File: config.mk
export PLATFORM = sky130hd
export DESIGN_NAME = ped_xing_ctrl
export DESIGN_NICKNAME = d
export VERILOG_FILES = /design/src/rtl/ped_xing_pkg.sv /design/src/rtl/ped_xing_chan.sv /design/src/rtl/ped_xing_ctrl.sv
export SDC_FILE = /design/constraint.sdc
export NUM_CORES = 1
export LEC_CHECK = 0
export ABC_AREA = 0
export CAP_MARGIN = 20
export CORE_UTILIZATION = 57
export CTS_BUF_LIST = sky130_fd_sc_hd__clkbuf_2 sky130_fd_sc_hd__clkbuf_4 sky130_fd_sc_hd__clkbuf_8
export CTS_CLUSTER_DIAMETER = 40
export DETAILED_ROUTE_END_ITERATION = 6
export GPL_ROUTABILITY_DRIVEN = 0
export PLACE_DENSITY = 0.79
export SKIP_LAST_GASP = 1
export SYNTH_ARGS = -nofsm -noshare
export SYNTH_HDL_FRONTEND = slang
export SYNTH_SLANG_ARGS = --single-unit
File: constraint.sdc
create_clock -name clk -period 5.2 [get_ports clk]
set_input_delay 0.52 -clock clk [delete_from_list [all_inputs] [get_ports clk]]
set_output_delay 0.52 -clock clk [all_outputs]
set_load 0.01 [all_outputs]
File: src/rtl/ped_xing_pkg.sv
// rtl/ped_xing_pkg.sv - shared state encoding, default timing and lamp check for the pedestrian crossing controller
package ped_xing_pkg;

  typedef enum logic [1:0] {
    ST_IDLE  = 2'd0,
    ST_WALK  = 2'd1,
    ST_CLEAR = 2'd2,
    ST_FAULT = 2'd3
  } xing_state_e;

  localparam int DEF_N_XING       = 2;
  localparam int DEF_WALK_CYCLES  = 10;
  localparam int DEF_CLEAR_CYCLES = 8;
  localparam int DEF_BLINK_HALF   = 1;

  // Traffic lamps are trustworthy only when exactly one of them is lit.
  function automatic logic lamps_onehot(input logic r, input logic y, input logic g);
    return ({r, y, g} == 3'b100) || ({r, y, g} == 3'b010) || ({r, y, g} == 3'b001);
  endfunction

endpackage

File: src/rtl/ped_xing_chan.sv
// rtl/ped_xing_chan.sv - one independent pedestrian crossing channel
module ped_xing_chan
  import ped_xing_pkg::*;
#(
  parameter int WALK_CYCLES  = DEF_WALK_CYCLES,
  parameter int CLEAR_CYCLES = DEF_CLEAR_CYCLES,
  parameter int BLINK_HALF   = DEF_BLINK_HALF
) (
  input  logic clk,
  input  logic reset,
  input  logic red_i,
  input  logic ylw_i,
  input  logic grn_i,
  input  logic button_i,
  output logic walk_o,
  output logic stop_o,
  output logic rqst_o,
  output logic fault_o
);

  // Timers compare against the value held in the last cycle of a phase.
  localparam logic [7:0] WALK_LAST  = 8'(WALK_CYCLES - 1);
  localparam logic [7:0] CLEAR_LAST = 8'(CLEAR_CYCLES - 1);
  localparam logic [3:0] BLINK_LAST = 4'(BLINK_HALF - 1);

  xing_state_e state_q, state_d;
  logic [7:0]  timer_q, timer_d;
  logic [3:0]  bcnt_q, bcnt_d;
  logic        phase_q, phase_d;
  logic        rqst_q, rqst_d;
  logic        walk_q, walk_d;
  logic        stop_q, stop_d;
  logic        fault_q, fault_d;
  logic        sync1_q, sync2_q, sync3_q;
  logic        lamps_ok;
  logic        btn_rise;
  logic        entering;

  // Button synchronizer, edge-detect history, FSM state and registered lamp outputs.
  always_ff @(posedge clk or posedge reset) begin
    if (reset) begin
      sync1_q <= 1'b0;
      sync2_q <= 1'b0;
      sync3_q <= 1'b0;
      state_q <= ST_IDLE;
      timer_q <= 8'd0;
      bcnt_q  <= 4'd0;
      phase_q <= 1'b0;
      rqst_q  <= 1'b0;
      walk_q  <= 1'b0;
      stop_q  <= 1'b1;
      fault_q <= 1'b0;
    end else begin
      sync1_q <= button_i;
      sync2_q <= sync1_q;
      sync3_q <= sync2_q;
      state_q <= state_d;
      timer_q <= timer_d;
      bcnt_q  <= bcnt_d;
      phase_q <= phase_d;
      rqst_q  <= rqst_d;
      walk_q  <= walk_d;
      stop_q  <= stop_d;
      fault_q <= fault_d;
    end
  end

  // Next state, request latch, dwell/blink timing and next lamp values.
  always_comb begin
    state_d  = state_q;
    rqst_d   = rqst_q;
    timer_d  = timer_q;
    bcnt_d   = bcnt_q;
    phase_d  = phase_q;
    walk_d   = 1'b0;
    stop_d   = 1'b1;
    fault_d  = 1'b0;
    lamps_ok = lamps_onehot(red_i, ylw_i, grn_i);
    btn_rise = sync2_q & ~sync3_q;

    // Presses count only while the walk lamp is not already lit; FAULT holds the request as-is.
    if (btn_rise && (state_q == ST_IDLE || state_q == ST_CLEAR)) begin
      rqst_d = 1'b1;
    end

    case (state_q)
      ST_IDLE: begin
        if (!lamps_ok)                  state_d = ST_FAULT;
        else if (grn_i && rqst_q)       state_d = ST_WALK;
      end
      ST_WALK: begin
        if (!lamps_ok)                          state_d = ST_FAULT;
        else if (!grn_i || timer_q >= WALK_LAST) state_d = ST_CLEAR;
      end
      ST_CLEAR: begin
        if (!lamps_ok)                          state_d = ST_FAULT;
        else if (red_i || timer_q >= CLEAR_LAST) state_d = ST_IDLE;
      end
      ST_FAULT: begin
        if (lamps_ok && red_i)          state_d = ST_IDLE;
      end
      default: state_d = ST_FAULT;
    endcase

    entering = (state_d != state_q);

    if (state_q == ST_IDLE && state_d == ST_WALK) begin
      rqst_d = 1'b0;
    end

    // Dwell timer restarts on every state entry and sticks at its ceiling.
    if (entering)                 timer_d = 8'd0;
    else if (timer_q != 8'hFF)    timer_d = timer_q + 8'd1;

    // Blink starts lit on entry and toggles every BLINK_HALF cycles while clearing.
    if (entering) begin
      phase_d = 1'b1;
      bcnt_d  = 4'd0;
    end else if (state_q == ST_CLEAR) begin
      if (bcnt_q >= BLINK_LAST) begin
        phase_d = ~phase_q;
        bcnt_d  = 4'd0;
      end else begin
        bcnt_d  = bcnt_q + 4'd1;
      end
    end

    case (state_d)
      ST_IDLE:  stop_d = 1'b1;
      ST_WALK: begin
        walk_d = 1'b1;
        stop_d = 1'b0;
      end
      ST_CLEAR: stop_d = phase_d;
      ST_FAULT: begin
        walk_d  = 1'b1;
        stop_d  = 1'b1;
        fault_d = 1'b1;
      end
      default:  stop_d = 1'b1;
    endcase
  end

  assign walk_o  = walk_q;
  assign stop_o  = stop_q;
  assign rqst_o  = rqst_q;
  assign fault_o = fault_q;

endmodule

File: src/rtl/ped_xing_ctrl.sv
// rtl/ped_xing_ctrl.sv - array of independent pedestrian crossing channels
module ped_xing_ctrl
  import ped_xing_pkg::*;
#(
  parameter int N_XING       = DEF_N_XING,
  parameter int WALK_CYCLES  = DEF_WALK_CYCLES,
  parameter int CLEAR_CYCLES = DEF_CLEAR_CYCLES,
  parameter int BLINK_HALF   = DEF_BLINK_HALF
) (
  input  logic              clk,
  input  logic              reset,
  input  logic [N_XING-1:0] red,
  input  logic [N_XING-1:0] ylw,
  input  logic [N_XING-1:0] grn,
  input  logic [N_XING-1:0] button,
  output logic [N_XING-1:0] walk,
  output logic [N_XING-1:0] stop,
  output logic [N_XING-1:0] rqst,
  output logic [N_XING-1:0] fault
);

  for (genvar g = 0; g < N_XING; g++) begin : g_chan
    ped_xing_chan #(
      .WALK_CYCLES  (WALK_CYCLES),
      .CLEAR_CYCLES (CLEAR_CYCLES),
      .BLINK_HALF   (BLINK_HALF)
    ) u_chan (
      .clk      (clk),
      .reset    (reset),
      .red_i    (red[g]),
      .ylw_i    (ylw[g]),
      .grn_i    (grn[g]),
      .button_i (button[g]),
      .walk_o   (walk[g]),
      .stop_o   (stop[g]),
      .rqst_o   (rqst[g]),
      .fault_o  (fault[g])
    );
  end

endmodule

==> impl_metrics.xml <==
<?xml version="1.0" encoding="UTF-8"?>
<metrics>
  <group name="outcome">
    <metric name="status" unit="">complete, no violations</metric>
  </group>
  <group name="clock_tree">
    <metric name="max-clock-path-buffers" unit="">2</metric>
    <metric name="worst_skew_pair.late_latency" unit="ns">0.29</metric>
    <metric name="cts_inserted_buffers" unit="">5</metric>
    <metric name="cts-resized-gates" unit="">0</metric>
    <metric name="clockRootBuffer" unit="">clkbuf_8</metric>
    <metric name="hold_buffers" unit="">0</metric>
    <metric name="post_cts_setup_buffer_count" unit="">0</metric>
    <metric name="tritoncts" unit="">yes</metric>
    <metric name="cts.sinks" unit="">34</metric>
    <metric name="clkSlewWorstSetupHoldPaths" unit="ns">0.06</metric>
    <metric name="htreeDepth" unit="">2</metric>
  </group>
  <group name="critical_path">
    <metric name="cp_max_fo" unit="">12</metric>
    <metric name="worstSetupStartpointType" unit="">input port</metric>
    <metric name="critical_path_required" unit="ns">5.41</metric>
    <metric name="path_class" unit="">input port to register</metric>
    <metric name="crit_chain" unit="">clkdlybuf4s50_1 &gt; or3b_2 &gt; and2_0 &gt; o311ai_0 &gt; a31oi_1 &gt; o21ai_0 &gt; ha_1 &gt; or2_2 &gt; o31a_2</metric>
    <metric name="critPathArrivalTime" unit="ns">3.35</metric>
    <metric name="critPathMaxStageDelay" unit="ns">0.68</metric>
    <metric name="reg2reg_slack" unit="ns">2.33</metric>
    <metric name="cpMaxStageDelayCell" unit="">clkdlybuf4s50_1</metric>
    <metric name="endpoint_kind" unit="">register</metric>
  </group>
  <group name="layout">
    <metric name="mostFrequentLayoutCells" unit="">dfrtp_1, nor2_1, clkdlybuf4s50_1</metric>
    <metric name="area.growth.synth_to_final" unit="%">10.31</metric>
    <metric name="final_core_density" unit="">0.6511</metric>
    <metric name="mostFrequentLayoutCell" unit="">dfrtp_1</metric>
    <metric name="insertedDiodeCount" unit="">0</metric>
    <metric name="post_route_cells_drive_above_1_share" unit="">0.1000</metric>
    <metric name="num-nets-final" unit="">263</metric>
  </group>
  <group name="yosys">
    <metric name="synth_enable_flop_cells" unit="">0</metric>
    <metric name="synth_flop_cell" unit="">dfrtp_1</metric>
    <metric name="synth_largest_area_cell" unit="">dfrtp_1</metric>
    <metric name="synth_cell_type_count" unit="">51</metric>
    <metric name="synth_seq_cells" unit="">34</metric>
    <metric name="synth-async-reset-ratio" unit="">1.000</metric>
    <metric name="netlist_instances" unit="">232</metric>
    <metric name="yosys_warnings" unit="">0</metric>
    <metric name="synth_top_area_frac" unit="">0.3706</metric>
    <metric name="synth.top_cells.by_area" unit="">dfrtp_1, ha_1, nor2_1</metric>
    <metric name="post_synth.cell_area_avg" unit="µm²">9.314</metric>
    <metric name="netlist_area" unit="µm²">2161</metric>
    <metric name="yosysSeqAreaShare" unit="">0.3949</metric>
    <metric name="synth_fp_nets" unit="">256</metric>
  </group>
  <group name="global_route">
    <metric name="grt_pass1_vias" unit="">1605</metric>
    <metric name="grt_antenna_before_repair" unit="">0</metric>
    <metric name="grt_use_total" unit="">0.2254</metric>
    <metric name="grt_max_degree" unit="">35</metric>
    <metric name="grt_pass1_wl" unit="µm">7141</metric>
    <metric name="grt_overflow" unit="">0</metric>
  </group>
  <group name="floorplanning">
    <metric name="die_h" unit="µm">63.57</metric>
    <metric name="ios" unit="">18</metric>
    <metric name="core" unit="µm²">3661</metric>
    <metric name="initial_util" unit="">0.5902</metric>
    <metric name="die_area" unit="µm²">4041</metric>
    <metric name="die_width" unit="µm">63.57</metric>
    <metric name="placement_rows" unit="">22</metric>
  </group>
  <group name="hold_path">
    <metric name="hold_path.class" unit="">register to register</metric>
  </group>
  <group name="sta">
    <metric name="period_needed" unit="ns">3.143</metric>
    <metric name="tns" unit="ns">0</metric>
    <metric name="worst_pin_slew" unit="ns">1.015</metric>
    <metric name="fin_skew" unit="ns">0.008176</metric>
    <metric name="slew_viol_final" unit="">0</metric>
    <metric name="max_clock_freq" unit="MHz">318.2</metric>
    <metric name="grt_setup_unrepaired" unit="">no</metric>
    <metric name="setup_violations" unit="">0</metric>
    <metric name="setup_slack" unit="ns">2.057</metric>
    <metric name="fin_crit_sh" unit="">0.6045</metric>
    <metric name="timing.slew.headroom" unit="">0.3158</metric>
    <metric name="timing.final.hold_violations" unit="">0</metric>
  </group>
  <group name="placed_design">
    <metric name="placement.setup.worst_slack" unit="ns">1.792</metric>
    <metric name="place.port_buffers" unit="">17</metric>
    <metric name="post-dp-hpwl" unit="µm">2648</metric>
  </group>
  <group name="detailed_routing">
    <metric name="final_antenna_net_count" unit="">0</metric>
    <metric name="drt-wirelength-per-cell" unit="µm">13.51</metric>
    <metric name="drt_iter0_markers" unit="">83</metric>
    <metric name="drt_pre_antenna_iters" unit="">4</metric>
    <metric name="remaining_drc_errors" unit="">0</metric>
    <metric name="vias_per_cell" unit="">5.840</metric>
    <metric name="final_routed_wirelength" unit="µm">3890</metric>
    <metric name="num_vias" unit="">1682</metric>
  </group>
  <group name="power_and_ir_drop">
    <metric name="cellLeakagePower" unit="µW">0.0009696</metric>
    <metric name="irDropWorstVdd" unit="mV">0.1642</metric>
    <metric name="design_power_total" unit="µW">847.1</metric>
    <metric name="power_density" unit="nW/µm²">355.4</metric>
  </group>
  <group name="flow_run">
    <metric name="max_cap_violations" unit="">0</metric>
  </group>
</metrics>
==> power by group <==
part | leakage (µW) | switching (µW) | total, µW | internal (µW)
Clock | 0.0000517 | 93.5 | 205 | 112
Combinational | 0.000510 | 141 | 272 | 131
Sequential | 0.000408 | 52.8 | 370 | 317
Total | 0.000970 | 287 | 847 | 560
==> registers in the layout, indices dropped and copies added (netlist names) <==
name	count
g_chan.u_chan.fault_o	2
g_chan.u_chan.phase_q	2
g_chan.u_chan.rqst_o	2
g_chan.u_chan.state_q	4
g_chan.u_chan.stop_o	2
g_chan.u_chan.sync1_q	2
g_chan.u_chan.sync2_q	2
g_chan.u_chan.sync3_q	2
g_chan.u_chan.timer_q	16
==> per-stage QoR <==
stage | area [µm²] | cells | hold WS, ns
4_1_cts | 2384 | 288 | 0.3744
2_1_floorplan | 2161 | 232 | 0.3312
3_5_place_dp | 2288 | 280 | 0.3470
5_1_grt | 2384 | 288 | 0.3838
3_3_place_gp | 2288 | 280 | 0.3528
6_report | 2384 | 288 | 0.3677
==> path summary, 6_finish.rpt <==
kind / from / end / cells after the start
setup reg to reg: g_chan[1].u_chan.timer_q[0]$_DFFE_PP0P_ / g_chan[1].u_chan.stop_o$_DFF_PP1_ / 9
hold / removal: g_chan[1].u_chan.sync1_q$_DFF_PP0_ / g_chan[1].u_chan.sync2_q$_DFF_PP0_ / 0
hold reg to reg: g_chan[1].u_chan.sync1_q$_DFF_PP0_ / g_chan[1].u_chan.sync2_q$_DFF_PP0_ / 0
setup / recovery: red[1] / g_chan[1].u_chan.stop_o$_DFF_PP1_ / 9
min in group asynchronous: reset / g_chan[1].u_chan.timer_q[2]$_DFFE_PP0P_ / 3
max in group asynchronous: reset / g_chan[1].u_chan.stop_o$_DFF_PP1_ / 3
==> routing by layer <==
layer	part of all wire	routed length, µm	up-vias	track usage
met5	0	0	-	0
met4	0.0062	24	0	0.07670
met3	0.044	171	4	0.06703
met2	0.46	1784	35	0.3364
met1	0.49	1910	802	0.3091
li1	-	-	841	-
==> layout make-up <==
class                      instances  area (µm²)
clock inverter                     1       5.005
clock buffer                       7       90.09
inverter                          15       56.30
tap                               48       60.06
fill                             296        1277
multi-input combinational        165        1141
timing repair buffer              18       177.7
sequential                        34       853.3
==> cell families after synthesis <==
kind of cell	Yosys count	synth area share
buf+inv	33	0.07700
mux	2	0.009265
xor+xnor	9	0.03648
flops	34	0.3949
simple gates	92	0.2334
compound gates	48	0.1679
fa+ha+maj	14	0.08107
==> critical path: cells and delay by family <==
kind            cells  cell delay (ns)
compound gates      4             0.91
buf+inv             1             0.68
fa+ha+maj           1             0.27
simple gates        3             0.97
==> cell usage after synthesis (2+ instances only) <==
library cell	count
nand4_1	3
nand2b_1	3
o21ai_0	9
dfrtp_1	32
xnor2_1	9
clkbuf_1	4
or3_1	3
o21bai_1	2
or4_1	2
inv_1	15
ha_1	14
o21a_1	5
buf_2	3
o311ai_0	2
nor4b_1	2
nor2_1	22
a21oi_1	8
buf_4	10
nand2_1	7
nand3_1	9
nor3_1	14
mux2i_1	2
a211oi_1	3
a31oi_1	5
and3_1	3
nor2b_1	3
or3b_2	5
dfstp_2	2
nor3b_1	3
nor4_1	6
and2_1	2
Note: power is estimated with default switching activity, not from simulation.
==> patch 1, RTL diff (same settings) <==
Make the reset (`reset`) synchronous in one clocked block.
--- a/src/rtl/ped_xing_chan.sv
+++ b/src/rtl/ped_xing_chan.sv
@@ -37,7 +37,7 @@
   logic        entering;
 
   // Button synchronizer, edge-detect history, FSM state and registered lamp outputs.
-  always_ff @(posedge clk or posedge reset) begin
+  always_ff @(posedge clk) begin
     if (reset) begin
       sync1_q <= 1'b0;
       sync2_q <= 1'b0;
Formal check against the unedited RTL: differs if reset is asserted again (counterexample within 4 cycles, from zero or initial values and one cycle with reset high); with reset held inactive, the same outputs for 10 cycles.
==> patch 1 against the unedited design <==
Routed wire length decreased by 6.3%. Total power down 17%. Design area fell by 2.7%. First-iteration DRC count rose by 31%. Clock power up 25%. Worst setup slack gained 0.21 ns. Sequential cell count is the same. Non-clock buffer count shrank 1. Via count fell by 5.2%. Area after synthesis is 3.4% lower. Hold slack improved by 0.087 ns. Critical path type unchanged. Highest routed layer unchanged.
==> patch 1: results (changes against the unedited design) <==
Metal-1 WL -> 1950 µm (was 1910 µm)
Post-synth top cells -> dfxtp_1, nor2_1, inv_1 (was dfrtp_1, nor2_1, inv_1)
# placed instances -> 283 (was 280)
Syn Inst Count -> 236 (was 232)
register area share after synthesis -> 32.6% (was 39.5%)
Net Count, Synth -> 260 (was 256)
Placed Instance Area -> 0.00221 mm² (was 0.00229 mm²)
clk_lat worst skew -> 0.34 ns (was 0.29 ns)
CTS Root Cell -> clkbuf_4 (was clkbuf_8)
critical path fanouts, max -> 10 (was 12)
via density per instance -> 5.48 (was 5.84)
clock skew -> 0.0120 ns (was 0.00818 ns)
Leakage -> 0.876 nW (was 0.970 nW)
R2R Setup Slk -> 2.53 ns (was 2.33 ns)
R2R depth -> 10 (was 9)
largest net degree at the start of global routing -> 27 (was 35)
Nets -> 268 (was 263)
worst hold endpoint -> g_chan[0].u_chan.sync2_q (was g_chan[1].u_chan.sync2_q)
status -> completed (unchanged)
DP Worst Slack -> 1.91 ns (was 1.79 ns)
Hold Startpoint -> g_chan[0].u_chan.sync1_q (was g_chan[1].u_chan.sync1_q)
top area cells in the synthesized netlist -> dfxtp_1, ha_1, nor2_1 (was dfrtp_1, ha_1, nor2_1)
Data arrival, critical path -> 3.17 ns (was 3.35 ns)
ys async rst share -> 0% (was 100%)
Synth top area share -> 32.6% (was 37.1%)
first-pass GRT wire length -> 6610 µm (was 7140 µm)
reg2reg end -> g_chan[0].u_chan.stop_o (was g_chan[1].u_chan.stop_o)
vias in the first global route -> 1465 (was 1605)
Overall Global Routing Usage -> 20.9% (was 22.5%)
Hold Path Depth -> 1 (was 0)
WL met2 -> 1570 µm (was 1780 µm)
initial DRC count -> 109 (was 83)
RR Startpoint -> g_chan[0].u_chan.timer_q[0] (was g_chan[1].u_chan.timer_q[0])
routed wire length -> 3650 µm (was 3890 µm)
Max rail drop VDD -> 0.214 mV (was 0.164 mV)
layout cells sized above 1 -> 11.0% (was 10.0%)
hold_ws -> 0.455 ns (was 0.368 ns)
## patch 1: area by class of cell
class	count	area, µm²
Multi-Input combinational cell	168	1230
Fill cell	275	1100
Sequential cell	34	681
Timing Repair Buffer	17	170
Inverter	18	67.6
Clock inverter	2	60.1
Tap cell	46	57.6
Clock buffer	6	51.3
## patch 1: how the worst max path moves through the flow
stage / start / to / slack [ns] / cells past startpoint
6_report: grn[0] / g_chan[0].u_chan.stop_o / 2.26 / 10
5_1_grt: grn[0] / g_chan[0].u_chan.stop_o / 2.04 / 10
4_1_cts: grn[0] / g_chan[0].u_chan.stop_o / 2.28 / 10
3_5_place_dp: grn[0] / g_chan[0].u_chan.stop_o / 1.91 / 10
3_3_place_gp: red[0] / g_chan[0].u_chan.stop_o / 2.09 / 10
2_1_floorplan: ylw[0] / g_chan[0].u_chan.stop_o / 2.73 / 10
## patch 1: layer usage
layer | track usage (%) | vias up
li1 | - | 854
met4 | 6.98 | 0
met1 | 29.4 | 712
met2 | 31.5 | 26
met5 | 0 | -
met3 | 4.56 | 2
## patch 1: where the power goes
part           total (W)  internal [W]  switching, W
combinational   0.000155     0.0000708     0.0000845
sequential      0.000292      0.000277     0.0000145
clock           0.000256      0.000163     0.0000929
total           0.000703      0.000511      0.000192
## patch 1: cell families after synthesis
logic type	share of synthesized area, %
AOI/OAI and AO/OA	19.8
xor gates and xnor gates	3.36
adders and majority gates	8.39
buffers and inverters	8.33
DFF	32.6
muxes	1.44
and+or+nand+nor	26.1
## patch 1: worst max-delay path: stages
cell	delay [ns]
clkdlybuf4s50_1	0.71
xnor2_1	0.14
a2111oi_2	0.40
nor2_1	0.15
a22oi_1	0.34
inv_1	0.12
ha_1	0.29
a21oi_1	0.19
nand2_1	0.08
o31a_1	0.23
==> patch 2, RTL diff (config.mk and constraints unchanged) <==
Without the edit above. The package constant `DEF_N_XING` goes from 2 to 4.
--- a/src/rtl/ped_xing_pkg.sv
+++ b/src/rtl/ped_xing_pkg.sv
@@ -8,7 +8,7 @@
     ST_FAULT = 2'd3
   } xing_state_e;
 
-  localparam int DEF_N_XING       = 2;
+  localparam int DEF_N_XING       = 4;
   localparam int DEF_WALK_CYCLES  = 10;
   localparam int DEF_CLEAR_CYCLES = 8;
   localparam int DEF_BLINK_HALF   = 1;
Interface: changed (8 resized); port bits go from 18 to 34. No check against the original RTL was run, so the function may have changed too.
==> patch 2 against the unedited design <==
Worst setup slack better by 0.29 ns. First-iteration DRC count up 25%. Critical path depth unchanged. Total power up 150%. Area after synthesis up 89%. Routed wire length up 88%. Clock power up 81%. Non-clock buffer count up 17. Sequential cell count up 34. Design area up 91%. Critical endpoint is now g_chan[0].u_chan.stop_o. Largest cell class unchanged.
==> patch 2: results (changes against the unedited design) <==
critical path fanouts, max -> 7 (was 12)
clk_lat worst skew -> 0.34 ns (was 0.29 ns)
fillcell total -> 550 (was 296)
first-pass GRT wire length -> 12900 µm (was 7140 µm)
Post-synth top cells -> dfrtp_1, nor2_1, a21oi_1 (was dfrtp_1, nor2_1, inv_1)
# placed instances -> 527 (was 280)
M2 GR Usage -> 37.1% (was 33.6%)
Data arrival, critical path -> 3.12 ns (was 3.35 ns)
Leakage -> 1.89 nW (was 0.970 nW)
Cell variety after synth -> 65 (was 51)
met1 GRT Util -> 27.3% (was 30.9%)
Nets -> 488 (was 263)
Largest regs -> g_chan.u_chan.timer_q: 32 flops, g_chan.u_chan.state_q: 6 flops (was g_chan.u_chan.timer_q: 16 flops, g_chan.u_chan.state_q: 4 flops)
vias in the first global route -> 2971 (was 1605)
Post-DP HPWL -> 5240 µm (was 2650 µm)
initial DRC count -> 104 (was 83)
Net Count, Synth -> 468 (was 256)
complex-gate fraction of the synthesized area -> 17.7% (was 16.8%)
Hold Startpoint -> g_chan[3].u_chan.sync1_q (was g_chan[1].u_chan.sync1_q)
net switching share of the total power -> 38.7% (was 33.9%)
top area cells in the synthesized netlist -> dfrtp_1, ha_1, a21oi_1 (was dfrtp_1, ha_1, nor2_1)
Mean Syn Cell Area -> 9.66 µm² (was 9.31 µm²)
post-synthesis adder-cell area fraction -> 8.59% (was 8.11%)
mux contribution to synthesized area -> 0.491% (was 0.926%)
R2R depth -> 8 (was 9)
largest net degree at the start of global routing -> 60 (was 35)
Synth Area in XOR/XNOR -> 4.30% (was 3.65%)
Max rail drop VDD -> 0.221 mV (was 0.164 mV)
status -> completed (unchanged)
htree depth -> 3 (was 2)
[patch 2: stage by stage]
stage	util [%]	worst slack [ns]	total power (W)	area [µm²]	hold WS (ns)
6_report	66.2	2.35	0.00210	4550	0.355
4_1_cts	66.2	2.38	0.00213	4550	0.353
3_3_place_gp	63.8	2.13	0.00171	4380	0.333
3_5_place_dp	63.8	2.02	0.00174	4380	0.337
5_1_grt	66.2	2.17	0.00229	4550	0.367
2_1_floorplan	-	2.71	0.00152	4080	0.331
[patch 2: metal layers]
metal | share of wire (%) | vias up
li1 | - | 1552
met1 | 47 | 1446
met2 | 48 | 59
met3 | 3.0 | 10
met4 | 1.6 | 0
met5 | 0 | -
[patch 2: power groups by stage]
stage	clock network, W	logic (W)	registers, W
CTS	0.000386	0.000930	0.000810
global placement	0	0.000898	0.000815
detailed placement	0	0.000924	0.000819
floorplan	0	0.000779	0.000745
finish	0.000371	0.000921	0.000810
global route	0.000407	0.00105	0.000831
[patch 2: worst max-delay path, stage by stage]
cell             delay, ns
clkdlybuf4s50_1       0.53
nor2b_1               0.21
a2111oi_0             0.70
nor2_1                0.16
a21oi_1               0.26
o21a_1                0.18
ha_1                  0.25
nand2b_1              0.14
o21a_1                0.17
[patch 2: cell type report]
| type | instances | share of cell area [%] |
|---|---|---|
| clock inverter | 5 | 0.633 |
| multi-input combinational | 304 | 46.6 |
| timing repair buffer | 35 | 7.59 |
| tap | 96 | 2.64 |
| clock buffer | 11 | 3.05 |
| inverter | 24 | 1.98 |
| sequential | 68 | 37.5 |
[patch 2: worst max-delay path by stage]
stage                     depth (start not counted)  slack, ns   start                       to
after floorplan                                   9       2.71  red[0]  g_chan[0].u_chan.stop_o
after global placement                            8       2.13  grn[3]  g_chan[3].u_chan.stop_o
after detailed placement                          8       2.02  grn[3]  g_chan[3].u_chan.stop_o
after CTS                                         8       2.38  grn[3]  g_chan[3].u_chan.stop_o
after global routing                              8       2.17  grn[3]  g_chan[3].u_chan.stop_o
final                                             9       2.35  red[0]  g_chan[0].u_chan.stop_o
[patch 2: kinds of logic after synthesis]
logic type / count (synthesis)
and+or+nand+nor: 152
AOI/OAI and AO/OA: 102
xor gates and xnor gates: 20
buffers and inverters: 50
muxes: 2
DFF: 68
adders and majority gates: 28
